==> config.mk <==
export PLATFORM = sky130hd
export DESIGN_NAME = key_debounce_flat
export DESIGN_NICKNAME = d
export VERILOG_FILES = /design/src/rtl/key_debounce_if.sv /design/src/rtl/key_debounce.sv /design/src/flat_wrapper.sv
export SDC_FILE = /design/constraint.sdc
export NUM_CORES = 1
export LEC_CHECK = 0
export ABC_AREA = 1
export CORE_MARGIN = 2
export CORE_UTILIZATION = 55
export CTS_BUF_LIST = sky130_fd_sc_hd__clkbuf_4 sky130_fd_sc_hd__clkbuf_8
export CTS_CLUSTER_DIAMETER = 200
export DETAILED_ROUTE_END_ITERATION = 10
export PLACE_DENSITY = 0.73
export SKIP_CTS_REPAIR_TIMING = 1
export SLEW_MARGIN = 10
export SYNTH_ARGS = -nofsm -noshare
export SYNTH_HDL_FRONTEND = slang
export SYNTH_SLANG_ARGS = --single-unit
==> constraint.sdc <==
create_clock -name sclk -period 3.9 [get_ports sclk]
set_input_delay 0.78 -clock sclk [delete_from_list [all_inputs] [get_ports sclk]]
set_output_delay 0.78 -clock sclk [all_outputs]
set_load 0.05 [all_outputs]
==> src/rtl/key_debounce_if.sv <==
// key_debounce_if: raw active-low button in, debounced level and strobes out
interface key_debounce_if;
  logic key_in;
  logic key_level;
  logic key_press;
  logic key_release;
  logic key_long;
  modport master (output key_in, input key_level, key_press, key_release, key_long);
  modport slave (input key_in, output key_level, key_press, key_release, key_long);
endinterface

==> src/rtl/key_debounce.sv <==
// key_debounce: sync + stability-count debouncer for an active-low key; KEY_LONG_PRESS_EN adds a long-press strobe
module key_debounce #(
  parameter int CNT_MAX  = 1_000_000,
  parameter int CNT_W    = 20,
  parameter int LONG_MAX = 100_000_000,
  parameter int LONG_W   = 27
) (
  input logic sclk,
  input logic rst_n,
  key_debounce_if.slave ifc
);
  typedef enum logic [3:0] {
    IDLE      = 4'b0001,
    PRESS_CHK = 4'b0010,
    DOWN      = 4'b0100,
    REL_CHK   = 4'b1000
  } state_t;
  state_t state, state_n;
  logic s1, s2;
  logic [CNT_W-1:0] cnt, cnt_n;
  logic level, level_n, press, press_n, rel, rel_n;
  logic pressed, cnt_done;
  assign pressed  = ~s2;
  assign cnt_done = cnt == CNT_W'(CNT_MAX - 1);
  always_ff @(posedge sclk or negedge rst_n) begin
    if (!rst_n) begin
      s1    <= 1'b1;
      s2    <= 1'b1;
      state <= IDLE;
      cnt   <= '0;
      level <= 1'b0;
      press <= 1'b0;
      rel   <= 1'b0;
    end else begin
      s1    <= ifc.key_in;
      s2    <= s1;
      state <= state_n;
      cnt   <= cnt_n;
      level <= level_n;
      press <= press_n;
      rel   <= rel_n;
    end
  end
  // any opposite sample during a check phase restarts from the stable side
  always_comb begin
    state_n = IDLE;
    cnt_n   = '0;
    level_n = 1'b0;
    press_n = 1'b0;
    rel_n   = 1'b0;
    case (state)
      IDLE: state_n = pressed ? PRESS_CHK : IDLE;
      PRESS_CHK: begin
        state_n = !pressed ? IDLE : cnt_done ? DOWN : PRESS_CHK;
        cnt_n   = (pressed && !cnt_done) ? cnt + 1'b1 : '0;
        level_n = pressed && cnt_done;
        press_n = pressed && cnt_done;
      end
      DOWN: begin
        state_n = pressed ? DOWN : REL_CHK;
        level_n = 1'b1;
      end
      REL_CHK: begin
        state_n = pressed ? DOWN : cnt_done ? IDLE : REL_CHK;
        cnt_n   = (!pressed && !cnt_done) ? cnt + 1'b1 : '0;
        level_n = pressed || !cnt_done;
        rel_n   = !pressed && cnt_done;
      end
      default: ;
    endcase
  end
  assign ifc.key_level   = level;
  assign ifc.key_press   = press;
  assign ifc.key_release = rel;
`ifdef KEY_LONG_PRESS_EN
  logic [LONG_W-1:0] lcnt, lcnt_n;
  logic lfired, lfired_n, lng, lng_n, lsat;
  assign lsat = lcnt == LONG_W'(LONG_MAX - 1);
  always_ff @(posedge sclk or negedge rst_n) begin
    if (!rst_n) begin
      lcnt   <= '0;
      lfired <= 1'b0;
      lng    <= 1'b0;
    end else begin
      lcnt   <= lcnt_n;
      lfired <= lfired_n;
      lng    <= lng_n;
    end
  end
  // lfired keeps the strobe to one per press while lcnt sits saturated
  always_comb begin
    lng_n    = state == DOWN && lsat && !lfired;
    lcnt_n   = state == DOWN ? (lsat ? lcnt : lcnt + 1'b1) : state == REL_CHK ? lcnt : '0;
    lfired_n = state == DOWN ? (lfired || lng_n) : state == REL_CHK ? lfired : 1'b0;
  end
  assign ifc.key_long = lng;
`else
  assign ifc.key_long = (LONG_MAX < 1) && (LONG_W < 1);
`endif
endmodule
==> src/flat_wrapper.sv <==
// flat-port wrapper written by rule: the top's interface ports become plain ports
module key_debounce_flat 
#(
  parameter int CNT_MAX  = 1_000_000,
  parameter int CNT_W    = 20,
  parameter int LONG_MAX = 100_000_000,
  parameter int LONG_W   = 27
)
  (sclk, rst_n, ifc_key_in, ifc_key_level, ifc_key_press, ifc_key_release, ifc_key_long);
  key_debounce_if ifc_i ();
  input logic sclk;
  input logic rst_n;
  input wire logic [$bits(ifc_i.key_in)-1:0] ifc_key_in;
  output wire logic [$bits(ifc_i.key_level)-1:0] ifc_key_level;
  output wire logic [$bits(ifc_i.key_press)-1:0] ifc_key_press;
  output wire logic [$bits(ifc_i.key_release)-1:0] ifc_key_release;
  output wire logic [$bits(ifc_i.key_long)-1:0] ifc_key_long;
  assign ifc_i.key_in = ifc_key_in;
  assign ifc_key_level = ifc_i.key_level;
  assign ifc_key_press = ifc_i.key_press;
  assign ifc_key_release = ifc_i.key_release;
  assign ifc_key_long = ifc_i.key_long;
  key_debounce #(.CNT_MAX(CNT_MAX), .CNT_W(CNT_W), .LONG_MAX(LONG_MAX), .LONG_W(LONG_W)) u_core (.sclk(sclk), .rst_n(rst_n), .ifc(ifc_i));
endmodule
==> reports/qor.yml <==
clock_network:
  cts_inserted_buffers: 5
  htreeDepth: 2
  cts_tree: "yes"
  cts.clk_slew.worst_paths_ns: 0.10
  clockRootBuffer: "clkbuf_4"
  cts_sinks: 29
  clk_path_buf_depth: 2
  clk_latency_ns: 0.34
timing:
  min_period_ns: 2.25
  max_freq_mhz: 445
  hold_viol: 0
  setup_violations: 0
  grt_setup_unrepaired: "no"
  tightestPinTransition_ns: 0.658
  setup-tns-final_ns: 0
  slew_violations: 0
  finalCritPeriodShare: 0.577
  slew_headroom: 0.560
  fin_skew_ns: 0.0157
power:
  power_uw: 577
  irDropWorstVdd_mv: 0.362
  power_leakage_uw: 0.000737
  cellPowerDensity_mw_per_mm2: 340
synthesis:
  synthTopCellsByArea: "dfrtp_1 (41%), nand2_1 (9.3%), nor2_1 (8.8%), nor2_2 (6.0%), inv_1 (5.5%)"
  synthCells: 197
  synth_ff_type: "dfrtp_1"
  yosys.area.top_type: "dfrtp_1"
  synth_common_cells: "nand2_1 (39), nor2_1 (37), dfrtp_1 (26)"
  syn_nets: 201
  syn_area_per_cell_sq_um: 7.98
  ys_ff_latch: 29
  async_flop_share: 1.00
  synth_area_sq_mm: 0.00157
  synth_cell_types: 25
  synth-edff-count: 0
  synth_top_area_share: 0.414
  yosysSeqAreaShare: 0.464
  yosysWarnings: 0
  synth.most_common_cell: "nand2_1"
drt:
  vias: 1232
  firstDrtPassIters: 4
  vias_per_cell: 5.13
  drc: 0
  ant_nets: 0
  finalWirelength_um: 2810
  wl_per_cell_um: 11.7
  drt_iter0_markers: 51
min_path:
  whs_path_depth: 0
  hp-class: "reg2reg"
global_route:
  grt.overflow.total: 0
  grt_pass1_vias: 1221
  grt_start_max_net_pins: 30
  grt_usage: 0.204
  grt_first_pass_wirelength_um: 5150
  grt_antenna_before_repair: 0
finish:
  nFillCells: 243
  fin_cells: 240
  postLayoutCoreUtil: 0.621
  syn2layout_area_growth_pct: 7.88
  nets: 212
  drive_gt1_frac: 0.158
  antennaDiodeCount: 0
die:
  core.rowCount: 19
  io_pins: 7
  die_height_um: 57.5
  die_area_sq_mm: 0.00330
  die_width_um: 57.5
  initial_core_util: 0.575
  core_sq_mm: 0.00273
placed_design:
  place_inst: 232
  hpwl_um: 2070
  portBuffers: 5
  routabilityCongestion: 0.867
setup_path:
  critical_path_arrival_ns: 1.47
  slowest_delay_ns: 0.79
  path_cells: "clkdlybuf4s50_1"
  worstSetupPathDepth: 1
  cp-end-kind: "primary output"
  crit_buf_inv: 1
  path_max_fanout: 1
  start_kind: "register"
  critPathTopFamily: "buffers and inverters"
  rr_worst_depth: 6
  crit_type: "reg2out"
  crit_required_ns: 3.12
  crit_slowest_cell: "clkdlybuf4s50_1"
run:
  maxCapViolCount: 0
run_status:
  status: "completed"
-- metrics by stage --
stage	hold slack [ns]	setup slack (ns)	cell area [sq um]
3_5_place_dp	0.347	2.02	1640
5_1_grt	0.363	1.60	1700
6_report	0.357	1.65	1700
4_1_cts	0.363	1.64	1700
3_3_place_gp	0.346	2.03	1640
2_1_floorplan	0.345	2.36	1570
-- final timing paths --
check / start / endpoint / slack (ns)
min: u_core.s1$_DFF_PN1_ / u_core.s2$_DFF_PN1_ / 0.36
max in group asynchronous: rst_n / u_core.s1$_DFF_PN1_ / 2.78
min in group asynchronous: rst_n / u_core.ifc.key_release$_DFF_PN0_ / 0.81
min reg2reg: u_core.s1$_DFF_PN1_ / u_core.s2$_DFF_PN1_ / 0.36
max reg2reg: u_core.cnt[0]$_DFF_PN0_ / u_core.cnt[17]$_DFF_PN0_ / 2.12
max: u_core.ifc.key_press$_DFF_PN0_ / ifc_key_press / 1.65
-- logic make-up (layout without fill, tap and decap cells) --
group,after synthesis,in the layout,share of synthesized area
AO/OA/AOI/OAI,9,9,0.0374
XOR/XNOR,9,9,0.0501
adder cells (fa/ha/maj),1,1,0.00795
buffers and inverters,26,38,0.0748
flip-flops,29,29,0.464
other,1,1,0.00238
AND/OR/NAND/NOR,122,122,0.364
-- state kept, by name, indices dropped and copies added (netlist names) --
signal	count
u_core.ifc.key_level	1
u_core.ifc.key_release	1
u_core.state	4
u_core.cnt	20
u_core.s2	1
u_core.s1	1
u_core.ifc.key_press	1
-- layout make-up --
| class | count | area, sq um | share of cell area |
|---|---|---|---|
| clock buffers | 6 | 45.0 | 0.0265 |
| flip-flops and latches | 29 | 729 | 0.430 |
| repair buffers | 6 | 57.6 | 0.0339 |
| multi-input cells | 142 | 726 | 0.428 |
| well taps | 31 | 38.8 | 0.0229 |
| clock inverters | 2 | 10.0 | 0.00590 |
| inverters | 24 | 90.1 | 0.0531 |
-- placed cells by master, fill, tap and decap left out, types with 5 or more instances in the layout --
| cell | n |
|---|---|
| nor3_1 | 10 |
| nor2_2 | 15 |
| o21ai_0 | 6 |
| clkdlybuf4s50_1 | 5 |
| clkbuf_4 | 6 |
| inv_1 | 23 |
| nor2_1 | 37 |
| nand3_1 | 13 |
| xor2_1 | 7 |
| nand2_1 | 39 |
| dfrtp_1 | 26 |
-- routing by layer --
metal	track usage	wire length (um)
met5	0	0
met4	0.0831	43
met3	0.0703	109
met2	0.330	1380
met1	0.250	1280
-- report_power, final --
group | internal [uW] | leakage (uW) | switching (uW)
Sequential | 317 | 0.000394 | 9.02
Combinational | 21.1 | 0.000308 | 49.2
Clock | 75.4 | 0.0000354 | 105
Total | 414 | 0.000737 | 164
Power figures use the tool's default switching activity.
